File: config.mk
export PLATFORM = sky130hd
export DESIGN_NAME = loeffler_dct_8
export DESIGN_NICKNAME = d
export VERILOG_FILES = /design/src/rtl/loeffler_dct_8.sv
export SDC_FILE = /design/constraint.sdc
export NUM_CORES = 1
export LEC_CHECK = 0
export BUFFER_PORTS_ARGS = -buffer_cell sky130_fd_sc_hd__buf_2
export CELL_PAD_IN_SITES_DETAIL_PLACEMENT = 1
export CELL_PAD_IN_SITES_GLOBAL_PLACEMENT = 1
export CORE_MARGIN = 2
export CORE_UTILIZATION = 57
export CTS_BUF_LIST = sky130_fd_sc_hd__clkbuf_4
export CTS_CLUSTER_SIZE = 28
export DETAILED_ROUTE_END_ITERATION = 10
export PLACE_DENSITY = 0.91
export SLEW_MARGIN = 20
export SYNTH_ARGS = -nofsm -noshare
export SYNTH_HDL_FRONTEND = slang
export SYNTH_SLANG_ARGS = --single-unit
File: constraint.sdc
create_clock -name clock -period 14.6 [get_ports clock]
set_input_delay 0.73 -clock clock [delete_from_list [all_inputs] [get_ports clock]]
set_output_delay 0.73 -clock clock [all_outputs]
set_load 0.02 [all_outputs]
File: src/rtl/loeffler_dct_8.sv
// Microcoded 8-point Loeffler/islow forward DCT. It fetches eight signed samples
// and computes 16-bit Q7 coefficients through a scratchpad, writes them out, then halts.

module ice40_ebr #(
  parameter int addr_width = 8,
  parameter int data_width = 16
) (
  input  logic [data_width-1:0] din,
  input  logic                  write_en,
  input  logic [addr_width-1:0] waddr,
  input  logic                  wclk,
  input  logic [addr_width-1:0] raddr,
  input  logic                  rclk,
  output logic [data_width-1:0] dout
);
  logic [data_width-1:0] mem [2**addr_width];

  always_ff @(posedge wclk) begin
    if (write_en) mem[waddr] <= din;
  end

  always_ff @(posedge rclk) begin
    dout <= mem[raddr];
  end
endmodule

module loeffler_dct_8 (
  input  logic        clock,
  input  logic        reset,
  input  logic [7:0]  fetch_data,
  output logic [2:0]  fetch_addr,
  output logic        fetch_clk,
  output logic [15:0] result_out,
  output logic [2:0]  result_addr,
  output logic        result_wren,
  output logic        result_clk
);
  typedef enum logic [2:0] {
    OP_HALT, OP_LOAD, OP_ADD, OP_SUB, OP_MUL, OP_OUT_ADD, OP_OUT_SUB
  } op_t;

  typedef struct packed {
    op_t               op;
    logic [4:0]        dst;
    logic [4:0]        src_a;
    logic [4:0]        src_b;
    logic [2:0]        idx;
    logic signed [9:0] coef;
  } uinst_t;

  localparam logic [5:0] HALT_PC = 6'd57;

  function automatic uinst_t ld(input logic [2:0] k, input logic [4:0] d);
    return '{op: OP_LOAD, dst: d, src_a: 5'd0, src_b: 5'd0, idx: k, coef: 10'sd0};
  endfunction

  function automatic uinst_t alu(input op_t kind, input logic [4:0] d, input logic [4:0] a,
                                 input logic [4:0] b);
    return '{op: kind, dst: d, src_a: a, src_b: b, idx: 3'd0, coef: 10'sd0};
  endfunction

  function automatic uinst_t mul(input logic [4:0] d, input logic [4:0] a,
                                 input logic signed [9:0] c);
    return '{op: OP_MUL, dst: d, src_a: a, src_b: 5'd0, idx: 3'd0, coef: c};
  endfunction

  function automatic uinst_t put(input op_t kind, input logic [2:0] k, input logic [4:0] a,
                                 input logic [4:0] b);
    return '{op: kind, dst: 5'd0, src_a: a, src_b: b, idx: k, coef: 10'sd0};
  endfunction

  // Stage-1 results stay at 0..7; 8..23 are reused temporaries. Any consumer sits
  // at least two slots after its producer because of the registered scratchpad read.
  function automatic uinst_t ucode(input logic [5:0] a);
    case (a)
      6'd0:  return ld(3'd0, 5'd8);
      6'd1:  return ld(3'd7, 5'd15);
      6'd2:  return ld(3'd1, 5'd9);
      6'd3:  return ld(3'd6, 5'd14);
      6'd4:  return ld(3'd2, 5'd10);
      6'd5:  return ld(3'd5, 5'd13);
      6'd6:  return ld(3'd3, 5'd11);
      6'd7:  return ld(3'd4, 5'd12);
      6'd8:  return alu(OP_ADD, 5'd0, 5'd8, 5'd15);
      6'd9:  return alu(OP_SUB, 5'd7, 5'd8, 5'd15);
      6'd10: return alu(OP_ADD, 5'd1, 5'd9, 5'd14);
      6'd11: return alu(OP_SUB, 5'd6, 5'd9, 5'd14);
      6'd12: return alu(OP_ADD, 5'd2, 5'd10, 5'd13);
      6'd13: return alu(OP_SUB, 5'd5, 5'd10, 5'd13);
      6'd14: return alu(OP_ADD, 5'd3, 5'd11, 5'd12);
      6'd15: return alu(OP_SUB, 5'd4, 5'd11, 5'd12);
      6'd16: return alu(OP_ADD, 5'd16, 5'd0, 5'd3);
      6'd17: return alu(OP_ADD, 5'd17, 5'd1, 5'd2);
      6'd18: return alu(OP_SUB, 5'd18, 5'd0, 5'd3);
      6'd19: return alu(OP_SUB, 5'd19, 5'd1, 5'd2);
      6'd20: return put(OP_OUT_ADD, 3'd0, 5'd16, 5'd17);
      6'd21: return put(OP_OUT_SUB, 3'd4, 5'd16, 5'd17);
      6'd22: return alu(OP_ADD, 5'd20, 5'd19, 5'd18);
      6'd23: return mul(5'd21, 5'd18, 10'sd98);
      6'd24: return mul(5'd22, 5'd20, 10'sd69);
      6'd25: return mul(5'd23, 5'd19, -10'sd237);
      6'd26: return put(OP_OUT_ADD, 3'd2, 5'd22, 5'd21);
      6'd27: return put(OP_OUT_ADD, 3'd6, 5'd22, 5'd23);
      6'd28: return alu(OP_ADD, 5'd8, 5'd4, 5'd7);
      6'd29: return alu(OP_ADD, 5'd9, 5'd5, 5'd6);
      6'd30: return alu(OP_ADD, 5'd10, 5'd4, 5'd6);
      6'd31: return alu(OP_ADD, 5'd11, 5'd5, 5'd7);
      6'd32: return mul(5'd12, 5'd4, 10'sd38);
      6'd33: return alu(OP_ADD, 5'd13, 5'd10, 5'd11);
      6'd34: return mul(5'd14, 5'd5, 10'sd263);
      6'd35: return mul(5'd15, 5'd13, 10'sd151);
      6'd36: return mul(5'd16, 5'd6, 10'sd393);
      6'd37: return mul(5'd17, 5'd7, 10'sd192);
      6'd38: return mul(5'd18, 5'd8, -10'sd115);
      6'd39: return mul(5'd19, 5'd9, -10'sd328);
      6'd40: return mul(5'd20, 5'd10, -10'sd251);
      6'd41: return mul(5'd21, 5'd11, -10'sd50);
      6'd42: return alu(OP_ADD, 5'd22, 5'd20, 5'd15);
      6'd43: return alu(OP_ADD, 5'd23, 5'd21, 5'd15);
      6'd44: return alu(OP_ADD, 5'd8, 5'd12, 5'd18);
      6'd45: return alu(OP_ADD, 5'd9, 5'd14, 5'd19);
      6'd46: return alu(OP_ADD, 5'd10, 5'd16, 5'd19);
      6'd47: return alu(OP_ADD, 5'd11, 5'd17, 5'd18);
      6'd48: return put(OP_OUT_ADD, 3'd7, 5'd8, 5'd22);
      6'd49: return put(OP_OUT_ADD, 3'd5, 5'd9, 5'd23);
      6'd50: return put(OP_OUT_ADD, 3'd3, 5'd10, 5'd22);
      6'd51: return put(OP_OUT_ADD, 3'd1, 5'd11, 5'd23);
      // Remaining slots up to HALT only touch a dead temporary.
      default: return (a < HALT_PC) ? alu(OP_ADD, 5'd13, 5'd13, 5'd13)
                                    : alu(OP_HALT, 5'd0, 5'd0, 5'd0);
    endcase
  endfunction

  logic [5:0]        ucode_pc, pc_adv, pc_next;
  uinst_t            fetched;
  op_t               inst_op;
  logic [4:0]        inst_dst;
  logic [2:0]        inst_idx;
  logic signed [9:0] inst_coef;
  logic [15:0]       opnd_a, opnd_b, sum, diff, scaled, wr_data;
  logic signed [22:0] product;
  logic              wr_en;

  // Operand reads and source fetches are issued for the next slot, so the
  // instruction at ucode_pc finds its operands registered and retires in-slot.
  always_comb begin
    pc_adv  = (ucode_pc == HALT_PC) ? HALT_PC : ucode_pc + 6'd1;
    pc_next = reset ? '0 : pc_adv;
    fetched = ucode(pc_next);
  end

  always_ff @(posedge clock) begin
    if (reset) ucode_pc <= '0;
    else       ucode_pc <= pc_adv;
    inst_op   <= fetched.op;
    inst_dst  <= fetched.dst;
    inst_idx  <= fetched.idx;
    inst_coef <= fetched.coef;
  end

  assign fetch_addr = fetched.idx;
  assign fetch_clk  = clock;
  assign result_clk = clock;

  // Two mirrored copies give the two read ports an ALU op needs each slot.
  ice40_ebr #(.addr_width(5), .data_width(16)) scratchpad (
    .din(wr_data), .write_en(wr_en), .waddr(inst_dst), .wclk(clock),
    .raddr(fetched.src_a), .rclk(clock), .dout(opnd_a)
  );

  ice40_ebr #(.addr_width(5), .data_width(16)) scratchpad_b (
    .din(wr_data), .write_en(wr_en), .waddr(inst_dst), .wclk(clock),
    .raddr(fetched.src_b), .rclk(clock), .dout(opnd_b)
  );

  always_comb begin
    sum     = opnd_a + opnd_b;
    diff    = opnd_a - opnd_b;
    product = 23'(signed'(opnd_a)) * 23'(inst_coef);
    scaled  = 16'(product >>> 7);
  end

  always_comb begin
    wr_en       = 1'b0;
    wr_data     = '0;
    result_wren = 1'b0;
    result_addr = '0;
    result_out  = '0;
    if (!reset) begin
      case (inst_op)
        OP_LOAD: begin wr_en = 1'b1; wr_data = {{8{fetch_data[7]}}, fetch_data}; end
        OP_ADD:  begin wr_en = 1'b1; wr_data = sum;    end
        OP_SUB:  begin wr_en = 1'b1; wr_data = diff;   end
        OP_MUL:  begin wr_en = 1'b1; wr_data = scaled; end
        OP_OUT_ADD: begin result_wren = 1'b1; result_addr = inst_idx; result_out = sum;  end
        OP_OUT_SUB: begin result_wren = 1'b1; result_addr = inst_idx; result_out = diff; end
        default: ;
      endcase
    end
  end
endmodule

==> results of run 1 <==
-- sequential cells by signal, summed over array words and instances (netlist names) --
| signal | flops |
|---|---|
| ucode_pc | 6 |
| inst_idx | 3 |
| inst_coef | 10 |
| scratchpad_b.dout | 16 |
| scratchpad.dout | 16 |
| inst_dst | 5 |
| inst_op | 3 |
| scratchpad_b.mem | 384 |
-- per-layer routing --
layer	routed length [um]	global-route usage, %
met3	13480	10.76
met2	51330	66.37
met5	0	0
met1	39730	52.55
met4	7884	26.90
-- synthesized netlist by cell type (all sizes together), types with 10 or more instances --
library cell	count	area share, %
a211oi	166	4.3
buf	87	1.6
a31o	15	0.45
o21a	72	1.9
a21oi	77	1.3
a22oi	19	0.49
nor2b	21	0.45
a311oi	64	1.9
clkbuf	152	2.0
a221oi	18	0.54
nand2	430	5.6
nand2b	17	0.37
o211ai	10	0.32
and3	102	2.2
nor3	25	0.48
xor2	13	0.42
a32oi	18	0.54
dfxtp	59	4.1
o21ai	91	1.6
a211o	18	0.54
nand4	11	0.24
a2111oi	20	0.99
nor2	134	1.8
mux2i	51	1.8
and2	66	1.4
edfxtp	384	40
nor4	18	0.46
a31oi	40	0.86
a21o	11	0.28
fa	125	8.6
nand3	130	2.3
inv	203	2.6
ha	84	3.6
xnor2	48	1.5
-- path summary, 6_finish.rpt --
| check | startpoint | end | slack [ns] | depth (start not counted) |
|---|---|---|---|---|
| setup / recovery | clock | result_clk | 6.18 | 3 |
| hold / removal | reset | ucode_pc[5] | 0.29 | 3 |
| setup reg to reg | inst_coef[1] | scratchpad_b.mem[17][15] | 7.30 | 22 |
| hold reg to reg | ucode_pc[4] | ucode_pc[4] | 0.72 | 2 |
-- where the power goes --
group	leakage, nW	switching (mW)	total, mW	internal (mW)
Combinational	7.37	0.113	0.156	0.0425
Clock	0.921	0.594	1.18	0.587
Sequential	4.01	0.0139	1.41	1.39
-- layout by cell type (no fill, tap or decap), types with 12 or more instances in the layout --
master and count:
a211o_1 18, a211oi_1 165, a21oi_1 76, a221oi_1 18, a22oi_1 19, a311oi_1 64, a31oi_1 40, a32oi_1 18
and2_1 66, and3_1 102, buf_2 34, buf_4 59, clkbuf_4 167, clkinv_1 19, clkinv_2 12, dfxtp_1 59
edfxtp_1 384, fa_1 125, ha_1 84, inv_1 202, mux2i_1 51, nand2_1 425, nand2b_1 17, nand3_1 129
nor2_1 109, nor2_4 15, nor2b_1 21, nor3_1 22, nor4_1 16, o21a_1 72, o21ai_0 78, xnor2_1 46
xor2_1 12
-- cell type report --
cell class	count	area (um2)	area share (%)
clock buffer	169	1264	4.042
antenna	2	5.005	0.01601
multi-input combinational	2015	14780	47.27
tap	672	840.8	2.690
inverter	203	762.0	2.437
timing repair buffer	92	623.1	1.993
clock inverter	40	277.8	0.8885
sequential	443	12710	40.66
-- worst register-to-register path: cells and delay by family (launching register included) --
| kind | cells | cell delay, ns |
|---|---|---|
| XOR/XNOR | 1 | 0.14 |
| AND/OR/NAND/NOR | 2 | 0.29 |
| buffers and inverters | 5 | 0.28 |
| adder cells (fa/ha/maj) | 6 | 2.92 |
| flip-flops | 1 | 0.69 |
| AO/OA/AOI/OAI | 8 | 2.66 |
-- cell families (layout without fill, tap and decap cells) --
kind of cell | after synthesis | in the layout
and+or+nand+nor | 993 | 993
AOI/OAI and AO/OA | 698 | 698
DFF | 443 | 443
buffers and inverters | 442 | 504
adders and majority gates | 209 | 209
xor gates and xnor gates | 61 | 61
muxes | 54 | 54
other | 0 | 2
-- stage by stage --
| step | hold slack (ns) | instance area [um2] | utilization, % | cells |
|---|---|---|---|---|
| 2_1_floorplan | 0.6318 | 29120 | - | 2900 |
| 3_3_place_gp | 0.6504 | 29720 | 59.12 | 3427 |
| 3_5_place_dp | 0.7056 | 29730 | 59.13 | 3427 |
| 4_1_cts | 0.2656 | 31260 | 62.18 | 3634 |
| 5_1_grt | 0.2867 | 31260 | 62.19 | 3636 |
| 6_report | 0.2940 | 31260 | 62.19 | 3636 |
==> flow_summary.yaml, run 1 <==
logic_synthesis:
  seq_area_frac_synth_pct: 43.65
  synthFlopType: "edfxtp_1"
  synthCells: 2900
  ys_ff_latch: 443
  synthArstFlopShare_pct: 0
  synth_compound_area_share_pct: 17.81
  synth-xor-area-share_pct: 1.912
  synth_top_family_by_area: "compound AO/OA/AOI/OAI gates"
  yosysWarnings: 0
  syn_area_per_cell_um2: 10.04
  syn_area_um2: 29120
  syn_nets: 3119
  synth_edf_count: 384
  synthAdderAreaFrac_pct: 12.20
  synth_simple_gate_area_share_pct: 16.30
  synth.distinct_cells: 93
  synth.area.mux_share_pct: 1.908
detailed_routing:
  first_iter_violations: 3877
  via_per_inst: 7.129
  totalWireLength_um: 112400
  drtAntennaViolNets: 0
  dr.pass1.iters: 6
  wire_per_inst_um: 30.92
  drc: 0
  num_vias: 25922
timing:
  fin_setup_tns_ns: 0
  skew_ns: 0.08717
  rsz0062_at_grt: "false"
  drv_slew: 0
  max_slew_margin_pct: 24.13
  postLayoutSetupSlackWorst_ns: 6.185
  worst_slew_pin_slew_ns: 1.138
  hold_viol: 0
  setup_viol: 0
cts:
  cts_tree: "done"
  clk_pin_slew_worst_paths_ns: 0.07
  cts_resized: 0
  holdBufCountCts: 0
  clock_latency_ns: 1.06
  post-cts-setup-buffers: 0
placed_design:
  portBuffers: 34
  place_ws_ns: 6.435
  hpwl_um: 69020
  place_congestion: 0.9462
die:
  dieArea_um2: 52910
  core_um2: 50270
  rows: 82
  ios: 35
  start_util_pct: 57.93
  die_height_um: 230.0
  die_w_um: 230.0
power_and_ir_drop:
  vdd_drop_max_v: 0.0001073
  power_density_nw_per_um2: 87.81
  p_leak_nw: 12.30
  p_total_mw: 2.745
global_route:
  grt_max_degree: 161
  grt_usage_pct: 42.39
  antenna_found_initial: 2
  gr-total-overflow: 0
  grt_pass1_vias: 27289
  grt_pass1_wl_um: 168800
setup_path:
  slowest_delay_ns: 0.15
  crit_top_cell: "clkbuf_4"
  worstPathArrival_ns: 7.69
  critPathKind: "clk -> out"
  cp-end-kind: "primary output"
  crit_path_start_kind: "clock port"
  critPathMaxFanout: 4
  crit_family: "buffers and inverters"
  slowest_stage: "buf_2"
  required_ns: 13.87
  cp_cell_sequence: "clkbuf_4, clkbuf_4, buf_2"
  crit_buf_inv: 3
final_layout:
  fill_cells: 5476
  drive_gt1_share_pct: 12.56
  layout.nets: 3095
  area_delta_synth_final_pct: 7.351
min_path:
  min_path_type: "in -> reg"
outcome:
  outcome: "completed"
run:
  cap_violations: 0
Note: power is estimated with default switching activity, not from simulation.
==> run 2, diff against run 1 <==
CORE_UTILIZATION = 52   (was 57)
PLACE_DENSITY = 0.84   (was 0.91)
clock period = 8.3 ns   (was 14.6 ns; I/O delays follow)
==> run 2 against run 1 <==
First-iteration DRC count fell by 17%. Sequential share of layout area decreased by 0.50 points. Power increased by 75%. Setup slack got worse by 5.4 ns. Combinational power is 74% higher. Via count shrank 2.8%. Critical path depth is 19 higher. Hold slack worse by 0.11 ns. Global-route usage down 5.1 points. Design area grew 1.2%. Critical endpoint is now scratchpad_b.mem[1][15].
==> flow_summary.yaml, run 2 (same netlist as run 1, synthesis figures left out) <==
min_path:
  min_path_type: "in -> reg"
  worstHoldPathCells: 6
placed_design:
  placed_cells: 3518
  place_ws_ns: 0.8578
  place_congestion: 0.9286
  hpwl_um: 68710
  portBuffers: 34
final_layout:
  area_delta_synth_final_pct: 8.687
  fill_cells: 6064
  layout.cells.non_filler: 3744
  layout_common_cells: "nand2_1 (425), edfxtp_1 (384), inv_1 (202)"
  drive_gt1_share_pct: 13.03
  final_common_cell: "nand2_1"
  layout.nets: 3114
  reg_top3: "scratchpad_b.mem (384), scratchpad.dout (16), scratchpad_b.dout (16)"
  largest_reg_flops: 384
  regArea_um2: 12710
  multi_input_area_um2: 14800
  regMostFlops: "scratchpad_b.mem"
setup_path:
  critPathKind: "reg -> reg"
  worstPathArrival_ns: 8.21
  critPathMaxFanout: 24
  cp-startpoint: "inst_coef[1]"
  crit_family: "adder cells"
  cp_cell_sequence: "nand2_1, fa_1, inv_1, fa_1, inv_1, fa_1, inv_1, fa_1, inv_1, fa_1, inv_1, ha_1, nand4_1, o21ai_0, a21oi_1, a31oi_1, a41o_1, o41ai_1, o2111ai_1, a21oi_1, xnor2_1, a22o_1"
  crit_buf_inv: 5
  path_depth: 22
  crit_path_start_kind: "register"
  reg2reg_slack_ns: 0.78
  required_ns: 8.99
  cp-end-kind: "register"
  r2r-start: "inst_coef[1]"
  slowest_delay_ns: 0.72
  r2r-end: "scratchpad_b.mem[1][15]"
  slowest_stage: "dfxtp_1"
  r2r_cells: 22
  crit_end: "scratchpad_b.mem[1][15]"
die:
  ios: 35
  start_util_pct: 52.76
  rows: 86
  dieArea_um2: 57910
  die_w_um: 240.7
  core_um2: 55200
  die_height_um: 240.7
cts:
  post-cts-setup-buffers: 0
  holdBufCountCts: 1
  cts_tree: "done"
  cts_resized: 0
  clk_pin_slew_worst_paths_ns: 0.08
  clock_latency_ns: 1.06
timing:
  worst_slew_pin_slew_ns: 1.059
  rsz0062_at_grt: "false"
  fmax_mhz: 132.9
  postLayoutSetupSlackWorst_ns: 0.7767
  skew_ns: 0.09867
  fin_crit_sh_pct: 90.64
  drv_slew: 0
  finalCriticalPeriod_ns: 7.523
  hold_viol: 0
  max_slew_margin_pct: 27.60
  fin_setup_tns_ns: 0
  setup_viol: 0
power_and_ir_drop:
  p_total_mw: 4.816
  vdd_drop_max_v: 0.0001454
  power_density_nw_per_um2: 152.2
  p_leak_nw: 12.44
detailed_routing:
  first_iter_violations: 3215
  via_per_inst: 6.728
  drtAntennaViolNets: 0
  num_vias: 25190
  dr.pass1.iters: 5
  drc: 0
  totalWireLength_um: 107200
  wire_per_inst_um: 28.63
global_route:
  antenna_found_initial: 8
  gr-total-overflow: 0
  grt_usage_pct: 37.30
  grt_max_degree: 118
  grt_pass1_vias: 26361
  grt_pass1_wl_um: 160900
outcome:
  outcome: "completed"
run:
  cap_violations: 0
==> run 2: how the worst min path moves through the flow <==
stage | start | to | slack, ns
3_5_place_dp | clock | fetch_clk | 0.55
4_1_cts | fetch_data[0] | scratchpad_b.mem[12][0] | 0.17
6_report | fetch_data[0] | scratchpad_b.mem[12][0] | 0.19
5_1_grt | fetch_data[2] | scratchpad_b.mem[17][2] | 0.26
3_3_place_gp | clock | fetch_clk | 0.55
2_1_floorplan | clock | fetch_clk | 0.53
==> run 2: metrics by stage <==
| stage | util [%] | instance area (um2) | hold WS [ns] |
|---|---|---|---|
| 3_3_place_gp | 54.40 | 30030 | 0.5493 |
| 6_report | 57.34 | 31650 | 0.1858 |
| 5_1_grt | 57.33 | 31650 | 0.2594 |
| 3_5_place_dp | 54.42 | 30040 | 0.5493 |
| 2_1_floorplan | - | 29120 | 0.5276 |
| 4_1_cts | 57.27 | 31610 | 0.1668 |
==> run 2: power breakdown <==
group,leakage (nW),internal (mW),switching (mW)
Sequential,4.01,2.45,0.0222
Combinational,7.50,0.0766,0.195
Clock,0.936,1.05,1.02
==> run 2: tightest hold or removal path, delay by kind of cell <==
family / cells / cell delay (ns)
AO/OA/AOI/OAI: 2 / 0.11
buffers and inverters: 2 / 0.36
AND/OR/NAND/NOR: 2 / 0.18
==> run 2: layer usage <==
| layer | wire length [um] | track usage [%] | up-vias |
|---|---|---|---|
| li1 | - | - | 10592 |
| met1 | 40230 | 47.55 | 12500 |
| met2 | 49600 | 59.74 | 1691 |
| met3 | 11320 | 7.263 | 401 |
| met4 | 6018 | 21.06 | 6 |
| met5 | 34 | 0 | - |
==> run 2: area by class of cell <==
cell class                      instances  share of cell area (%)
Multi-Input combinational cell       2015                   46.75
Sequential cell                       443                   40.16
Clock buffer                          180                   4.253
Tap cell                              748                   2.957
Timing Repair Buffer                  109                   2.720
Inverter                              203                   2.407
Clock inverter                         42                  0.7155
Antenna cell                            4                 0.03162
